[src/rtl/division_check_mul_if.sv]
// Operand/result bundle for the shift-and-add reconstruction multiplier.
// The master drives start and Q/D/R; the slave returns N with its status flags.
interface division_check_mul_if #(
  parameter int WIDTH = 16
);
  logic               start;
  logic [WIDTH-1:0]   Q;
  logic [WIDTH-1:0]   D;
  logic [WIDTH-1:0]   R;
  logic [2*WIDTH-1:0] N;
  logic               busy;
  logic               done;
  logic               ovf;
  logic               rem_err;

  modport master (
    output start,
    output Q,
    output D,
    output R,
    input  N,
    input  busy,
    input  done,
    input  ovf,
    input  rem_err
  );

  modport slave (
    input  start,
    input  Q,
    input  D,
    input  R,
    output N,
    output busy,
    output done,
    output ovf,
    output rem_err
  );
endinterface

[src/rtl/division_check_mul.sv]
// Sequential N = Q*D + R, one multiplier bit per clock, with a start/busy/done handshake.
// It also flags remainders that are not strictly below the divisor.
module division_check_mul #(
  parameter int WIDTH = 16
) (
  input  logic                  clk,
  input  logic                  rst,
  division_check_mul_if.slave   bus
);

  localparam int CW = $clog2(WIDTH + 1);
  localparam logic [CW-1:0] CNT_LAST = CW'(WIDTH - 1);

  typedef enum logic [1:0] {
    S_IDLE = 2'd0,
    S_RUN  = 2'd1,
    S_DONE = 2'd2
  } state_t;

  state_t             state_q, state_d;
  logic [2*WIDTH-1:0] acc_q, acc_d;
  logic [2*WIDTH-1:0] mcand_q, mcand_d;
  logic [WIDTH-1:0]   mplier_q, mplier_d;
  logic [CW-1:0]      cnt_q, cnt_d;
  logic               rem_pend_q, rem_pend_d;
  logic [2*WIDTH-1:0] n_q, n_d;
  logic               busy_q, busy_d;
  logic               done_q, done_d;
  logic               ovf_q, ovf_d;
  logic               rem_err_q, rem_err_d;
  logic [2*WIDTH-1:0] acc_sum;

  // Accumulator plus the shifted multiplicand when the current multiplier bit is set.
  always_comb begin
    acc_sum = acc_q;
    if (mplier_q[0]) begin
      acc_sum = acc_q + mcand_q;
    end else begin
      acc_sum = acc_q;
    end
  end

  // Next-state, datapath and registered-output computation.
  always_comb begin
    state_d    = state_q;
    acc_d      = acc_q;
    mcand_d    = mcand_q;
    mplier_d   = mplier_q;
    cnt_d      = cnt_q;
    rem_pend_d = rem_pend_q;
    n_d        = n_q;
    ovf_d      = ovf_q;
    rem_err_d  = rem_err_q;

    case (state_q)
      S_IDLE: begin
        if (bus.start) begin
          acc_d      = {{WIDTH{1'b0}}, bus.R};
          mcand_d    = {{WIDTH{1'b0}}, bus.D};
          mplier_d   = bus.Q;
          cnt_d      = {CW{1'b0}};
          rem_pend_d = (bus.R >= bus.D);
          state_d    = S_RUN;
        end else begin
          state_d    = S_IDLE;
        end
      end
      S_RUN: begin
        acc_d    = acc_sum;
        mcand_d  = mcand_q << 1;
        mplier_d = mplier_q >> 1;
        cnt_d    = cnt_q + CW'(1);
        // The WIDTH-th RUN edge publishes the result together with its flags.
        if (cnt_q == CNT_LAST) begin
          state_d   = S_DONE;
          n_d       = acc_sum;
          ovf_d     = |acc_sum[2*WIDTH-1:WIDTH];
          rem_err_d = rem_pend_q;
        end else begin
          state_d   = S_RUN;
        end
      end
      S_DONE: begin
        state_d = S_IDLE;
      end
      default: begin
        state_d = S_IDLE;
      end
    endcase

    busy_d = (state_d != S_IDLE);
    done_d = (state_d == S_DONE);
  end

  // State and datapath registers with synchronous active-high reset.
  always_ff @(posedge clk) begin
    if (rst) begin
      state_q    <= S_IDLE;
      acc_q      <= {(2*WIDTH){1'b0}};
      mcand_q    <= {(2*WIDTH){1'b0}};
      mplier_q   <= {WIDTH{1'b0}};
      cnt_q      <= {CW{1'b0}};
      rem_pend_q <= 1'b0;
      n_q        <= {(2*WIDTH){1'b0}};
      busy_q     <= 1'b0;
      done_q     <= 1'b0;
      ovf_q      <= 1'b0;
      rem_err_q  <= 1'b0;
    end else begin
      state_q    <= state_d;
      acc_q      <= acc_d;
      mcand_q    <= mcand_d;
      mplier_q   <= mplier_d;
      cnt_q      <= cnt_d;
      rem_pend_q <= rem_pend_d;
      n_q        <= n_d;
      busy_q     <= busy_d;
      done_q     <= done_d;
      ovf_q      <= ovf_d;
      rem_err_q  <= rem_err_d;
    end
  end

  assign bus.N       = n_q;
  assign bus.busy    = busy_q;
  assign bus.done    = done_q;
  assign bus.ovf     = ovf_q;
  assign bus.rem_err = rem_err_q;

endmodule

[src/flat_wrapper.sv]
// flat-port wrapper written by rule: the top's interface ports become plain ports
module division_check_mul_flat 
#(
  parameter int WIDTH = 16
)
  (clk, rst, bus_start, bus_Q, bus_D, bus_R, bus_N, bus_busy, bus_done, bus_ovf, bus_rem_err);
  division_check_mul_if #(.WIDTH(WIDTH)) bus_i ();
  input  logic clk;
  input  logic rst;
  input wire logic [$bits(bus_i.start)-1:0] bus_start;
  input wire logic [$bits(bus_i.Q)-1:0] bus_Q;
  input wire logic [$bits(bus_i.D)-1:0] bus_D;
  input wire logic [$bits(bus_i.R)-1:0] bus_R;
  output wire logic [$bits(bus_i.N)-1:0] bus_N;
  output wire logic [$bits(bus_i.busy)-1:0] bus_busy;
  output wire logic [$bits(bus_i.done)-1:0] bus_done;
  output wire logic [$bits(bus_i.ovf)-1:0] bus_ovf;
  output wire logic [$bits(bus_i.rem_err)-1:0] bus_rem_err;
  assign bus_i.start = bus_start;
  assign bus_i.Q = bus_Q;
  assign bus_i.D = bus_D;
  assign bus_i.R = bus_R;
  assign bus_N = bus_i.N;
  assign bus_busy = bus_i.busy;
  assign bus_done = bus_i.done;
  assign bus_ovf = bus_i.ovf;
  assign bus_rem_err = bus_i.rem_err;
  division_check_mul #(.WIDTH(WIDTH)) u_core (.clk(clk), .rst(rst), .bus(bus_i));
endmodule
[config.mk]
export PLATFORM = sky130hd
export DESIGN_NAME = division_check_mul_flat
export DESIGN_NICKNAME = d
export VERILOG_FILES = /design/src/rtl/division_check_mul_if.sv /design/src/rtl/division_check_mul.sv /design/src/flat_wrapper.sv
export SDC_FILE = /design/constraint.sdc
export NUM_CORES = 1
export LEC_CHECK = 0
export CORE_UTILIZATION = 30
export CTS_CLUSTER_SIZE = 24
export DETAILED_ROUTE_END_ITERATION = 12
export SETUP_SLACK_MARGIN = 0.02
export SLEW_MARGIN = 0
export SYNTH_ARGS = -nofsm -noshare
export SYNTH_HDL_FRONTEND = slang
export SYNTH_SLANG_ARGS = --single-unit
[constraint.sdc]
create_clock -name clk -period 4.4 [get_ports clk]
set_input_delay 0.66 -clock clk [delete_from_list [all_inputs] [get_ports clk]]
set_output_delay 0.66 -clock clk [all_outputs]
set_load 0.1 [all_outputs]
# Word level (Yosys, flattened, before mapping)
# Index checks and enable logic that the tools add are counted.
[classes] eq_ne=4 reduce_logical=7 n_mux=12 div_mod_pow=0 bitwise_logic=0 n_lt_le_gt_ge=1 n_addsub=2 n_shift=0 mul=0
[op_table] op="$pmux 32 s2" n=2
[op_table] op="$mux 32" n=3
[op_table] op="$add 32x32->32" n=1
[op_table] op="$pmux 16 s2" n=1
[op_table] op="$ge 16x16->1" n=1
[op_table] op="$mux 16" n=1
[op_table] op="$reduce_or 16->1" n=1
[op_table] op="$pmux 5 s2" n=1
[op_table] op="$reduce_and 2->1" n=3
[op_table] op="$add 5x1->5 const B" n=1
[op_table] op="$eq 5x4->1 const B" n=1
[op_table] op="$mux 5" n=1
[op_table] op="$pmux 2 s2" n=1
[op_table] op="$reduce_bool 2->1" n=2
[op_table] op="$eq 2x1->1 const B" n=1
[op_table] op="$eq 2x2->1 const B" n=1
[op_table] op="$logic_not 2->1" n=1
[op_table] op="$mux 2" n=1
[op_table] op="$ne 2x2->1 const B" n=1
[op_table] op="$mux 1" n=1
[word_totals] elab_cells=37 ram_bits=0 regBits=124 latch_bits=0 input_bits=51 romBits=0 mem_count=0

# Longest topological paths before layout
[logic_depth] ltp_word=4 mapped_depth=11 mapped_depth_nobuf=11

# Worst setup path before layout
# No wires, ideal clock.
[synth_path] path_kind="register to register" from="reg u_core.mcand_q[0]" to="reg u_core.ovf_q, in the netlist u_core.bus.ovf" period_less_slack_ps=2713 stages_incl_launch_ff=12 setup_ps=127 t_required_ps=4273 slack_ps=1687 n_path_buf=0 t_arrival_ps=2586 cell_sequence="dfxtp_1 > ha_1 > fa_1 > a21o_1 > a221oi_2 > o41a_2 > mux2_4 > nor2_1 > a311oi_2 > a21oi_1 > nor4_1 > a31oi_1"
[synth_between] elab_chain_cells=3
[synth_lines] item="start, declared" line_no="division_check_mul.sv:22" source="logic [2*WIDTH-1:0] mcand_q, mcand_d;"
[synth_lines] item="start signal, assigned" line_no="division_check_mul.sv:100" source="mcand_q <= {(2*WIDTH){1'b0}};"
[synth_lines] item="start signal, assigned" line_no="division_check_mul.sv:112" source="mcand_q <= mcand_d;"
[synth_lines] item="$add 32x32->32" line_no="division_check_mul.sv:37" source="acc_sum = acc_q + mcand_q;"
[synth_lines] item="$mux 32" line_no="division_check_mul.sv:36" source="if (mplier_q[0]) begin"
[synth_lines] item="$reduce_or 16->1" line_no="division_check_mul.sv:77" source="ovf_d = |acc_sum[2*WIDTH-1:WIDTH];"
[synth_lines] item="end signal, assigned" line_no="division_check_mul.sv:119" source="ovf_q <= ovf_d;"
[synth_lines] item="end, declared" line_no="division_check_mul.sv:29" source="logic ovf_q, ovf_d;"
# Every way passes these cells.
# A chain may end at the register's enable or synchronous reset.

# Worst setup path in the final report
# Ends and elaborated chain as after synthesis.

==> PnR_summary.wiki <==
{| class="wikitable"
! Metric !! Value
|-
| Standby leakage power || 3.480 nW
|-
| Total setup violations reported at the end of the flow || 0
|-
| First-pass GRT wire length || 34670 microns
|-
| Clock Tree Root || sky130_fd_sc_hd__clkbuf_16
|-
| Final Critical Period || 3174 ps
|-
| Number of buffers inserted during clock tree synthesis || 17
|-
| Pwr/cell area || 342.7 mW/mm^2
|-
| Count of flip-flops with a built-in enable after synthesis || 0
|-
| Largest net degree at the start of global routing || 79
|-
| Proportion of synthesized flip-flops having asynchronous set or reset || 0
|-
| Die footprint || 0.02588 sq mm
|-
| Outcome || completed
|-
| Data required time at the worst endpoint || 4690 ps
|-
| Detailed-routing iteration count for the pre-antenna-repair pass || 5
|-
| Flops & latches, synth || 124
|-
| Leading cell types by count after synthesis || sky130_fd_sc_hd__nor2_1 (139), sky130_fd_sc_hd__nand2_1 (137), sky130_fd_sc_hd__dfxtp_1 (124), sky130_fd_sc_hd__a21oi_1 (74), sky130_fd_sc_hd__clkbuf_1 (54)
|-
| HPWL Detailed || 15110 microns
|-
| Maximum fanout along the worst path || 4
|-
| RSZ-0062 raised after global routing || no
|-
| Count of clock tree sinks || 124
|-
| Clock-pin slew on the worst setup and hold paths || 60 ps
|-
| Critical path startpoint category || flip-flop
|-
| Part of the cycle the worst path needs || 0.7213
|-
| Post-CTS Setup Repair Bufs || 0
|-
| Maximum frequency from static timing analysis || 315.1 MHz
|-
| Instance count of the mapped netlist || 963
|-
| Number of nets produced by synthesis || 1064
|-
| Worst hold path type || flip-flop to flip-flop
|-
| Slack of the worst reg-to-reg path || 1230 ps
|-
| Number of nets in the final layout || 1108
|-
| Max-Slew Margin vs Limit || 0.2827
|-
| Register cell area after layout || 0.002482 sq mm
|-
| Setup crit end || u_core.bus.ovf
|-
| Post-detailed-route wirelength per cell || 16.00 microns
|-
| Proportion of synthesized chip area in sequential cells || 0.3278
|-
| Netlist area before placement || 0.007574 sq mm
|-
| Post-detailed-route DRC marker count || 0
|-
| Synth Warn # || 0
|-
| Launch point of the worst path || u_core.mcand_q[0]
|-
| Most area-hungry cell type in the Yosys netlist || sky130_fd_sc_hd__dfxtp_1
|-
| Vias per cell || 5.308
|-
| Predominant post-synthesis flop cell || sky130_fd_sc_hd__dfxtp_1
|-
| Number of unique standard cell types used by synthesis || 80
|-
| Quantity of gates resized following cts || 0
|-
| Layout cells sized above 1 || 0.07255
|-
| Starting Density || 0.3087
|-
| CTS tree || yes
|-
| Met1 Track Usage GR || 0.2297
|-
| Total of hold buffers inserted after clock tree synthesis || 0
|-
| Overall Power || 3.155 mW
|-
| H-tree depth reported by CTS || 4
|-
| Largest cells by area after synthesis || sky130_fd_sc_hd__dfxtp_1 (33%), sky130_fd_sc_hd__ha_1 (8.1%), sky130_fd_sc_hd__nor2_1 (6.9%)
|-
| Die extent in x || 160.9 microns
|-
| Final hold viol count || 0
|-
| Longest Clk Path Bufs || 2
|-
| Most numerous cell in the Yosys netlist || sky130_fd_sc_hd__nor2_1
|-
| Die Y || 160.9 microns
|-
| Detailed Route WL || 21500 microns
|-
| Average cell area after synthesis || 7.865 sq um
|-
| Reg2reg path depth || 11
|-
| Skew final || 17.53 ps
|-
| Area occupied by multi-input gates || 0.004691 sq mm
|-
| Iteration-0 DRC Markers || 461
|-
| Vias in the first global route || 6509
|-
| Final global-route overflow total || 0
|-
| Global-route usage over all layers || 0.1677
|-
| Worst skew pair latency || 440 ps
|-
| Most Used Layer, Global Route || met2
|-
| Critical path capture point type || flip-flop
|-
| Max Transition Viols Final || 0
|-
| Overall via count from detail_route || 7134
|-
| Global-route met2 utilization || 0.2571
|-
| Highest ir drop seen on vdd || 0.0002628 V
|-
| Core footprint || 0.02453 sq mm
|-
| Synthesis-to-finish area growth || 21.56%
|-
| Count of pins on the block boundary || 87
|-
| Number of max-capacitance violations reported || 0
|-
| Met3 track demand over resource || 0.03461
|-
| Number of antenna violations at the first check in global routing || 0
|-
| Type of the setup path with the least slack || flip-flop to flip-flop
|-
| Portion of synthesized cell area occupied by the leading cell type || 0.3278
|-
| Measured slew at the worst slew-check pin || 1076 ps
|-
| Critical Path AT || 3470 ps
|-
| Number of cell rows || 57
|-
| Count of antenna diodes in the layout || 0
|-
| Count of port buffers added during placement || 86
|-
| Beginning of the worst register-to-register path || u_core.mcand_q[0]
|-
| Routability congestion estimate from global placement || 0.8985
|-
| Accumulated negative setup slack || 0 ps
|-
| FILL cells || 2654
|-
| Reg-to-reg endpoint || u_core.bus.ovf
|-
| Number of nets still failing antenna checks after routing || 0
|}
-- cell families after synthesis --
group	count (synthesis)	synth area share
flip-flops	124	0.3278
buffers and inverters	92	0.05551
adder cells (fa/ha/maj)	50	0.08360
AND/OR/NAND/NOR	391	0.2277
multiplexers	17	0.02362
XOR/XNOR	19	0.02197
AO/OA/AOI/OAI	270	0.2599
-- sequential cells by signal, summed over array words and instances, names as in the netlist --
register and cells:
u_core.acc_q 32, u_core.bus.N 32, u_core.bus.busy 1, u_core.bus.done 1, u_core.bus.ovf 1, u_core.bus.rem_err 1
u_core.cnt_q 5, u_core.mcand_q 32, u_core.mplier_q 16, u_core.rem_pend_q 1, u_core.state_q 2
-- layout make-up --
| type | count | share of cell area |
|---|---|---|
| Multi-Input combinational cell | 747 | 0.5095 |
| Clock buffer | 18 | 0.04770 |
| Timing Repair Buffer | 94 | 0.09976 |
| Sequential cell | 124 | 0.2696 |
| Inverter | 23 | 0.009378 |
| Tap cell | 324 | 0.04403 |
| Clock inverter | 14 | 0.01998 |
-- layout by cell type (no fill, tap or decap), drive strengths merged, types with 9 or more instances in the layout --
master / netlist / final
a211oi: 39 / 39
a21o: 19 / 19
a21oi: 76 / 76
a221oi: 9 / 9
a311oi: 33 / 33
a31oi: 13 / 13
and3: 9 / 9
buf: 11 / 9
clkbuf: 57 / 18
clkdlybuf4s50: 0 / 85
dfxtp: 124 / 124
ha: 49 / 49
inv: 23 / 28
mux2i: 13 / 13
nand2: 138 / 138
nand3: 41 / 41
nand4: 17 / 17
nor2: 139 / 139
nor3: 12 / 12
o21a: 12 / 12
o21ai: 27 / 27
xnor2: 12 / 12
-- power breakdown --
group	switching, mW	internal [mW]	total, mW
sequential	0.0378	1.17	1.21
clock	0.575	0.917	1.49
combinational	0.277	0.179	0.457
-- through the flow --
stage          worst slack, ps  utilization  hold WS, ps  cells  area (sq um)
6_report                  1226       0.3753        452.9   1344          9206
5_1_grt                  983.1       0.3753        484.5   1344          9206
4_1_cts                   1277       0.3753        458.2   1344          9206
3_5_place_dp              1317       0.3499        450.1   1312          8583
3_3_place_gp              1380       0.3499        446.7   1312          8583
2_1_floorplan             1687            -        428.7    963          7574
-- routing by layer --
metal / wire length (microns) / part of all wire
met1: 10400 / 0.48
met2: 9549 / 0.44
met3: 1019 / 0.047
met4: 524 / 0.024
met5: 0 / 0
-- how the worst min path moves through the flow --
stage,cells past startpoint,slack [ps],startpoint,end
3_5_place_dp,2,450,u_core.bus.N[15],u_core.bus.N[15]
4_1_cts,2,460,u_core.bus.N[15],u_core.bus.N[15]
2_1_floorplan,1,430,u_core.cnt_q[3],u_core.cnt_q[3]
3_3_place_gp,1,450,u_core.cnt_q[3],u_core.cnt_q[3]
6_report,2,450,u_core.bus.N[15],u_core.bus.N[15]
5_1_grt,1,480,u_core.cnt_q[3],u_core.cnt_q[3]
-- worst max-delay path, stage by stage (launching register included) --
cell and delay [ps]:
sky130_fd_sc_hd__dfxtp_1 330, sky130_fd_sc_hd__ha_1 230, sky130_fd_sc_hd__fa_1 420, sky130_fd_sc_hd__a21o_1 210, sky130_fd_sc_hd__a221oi_2 460, sky130_fd_sc_hd__o41a_2 280
sky130_fd_sc_hd__a31oi_4 110, sky130_fd_sc_hd__a31oi_1 280, sky130_fd_sc_hd__o21ai_1 110, sky130_fd_sc_hd__xor2_1 160, sky130_fd_sc_hd__a21oi_1 320, sky130_fd_sc_hd__a31oi_1 120
(Power assumes the default switching activity.)
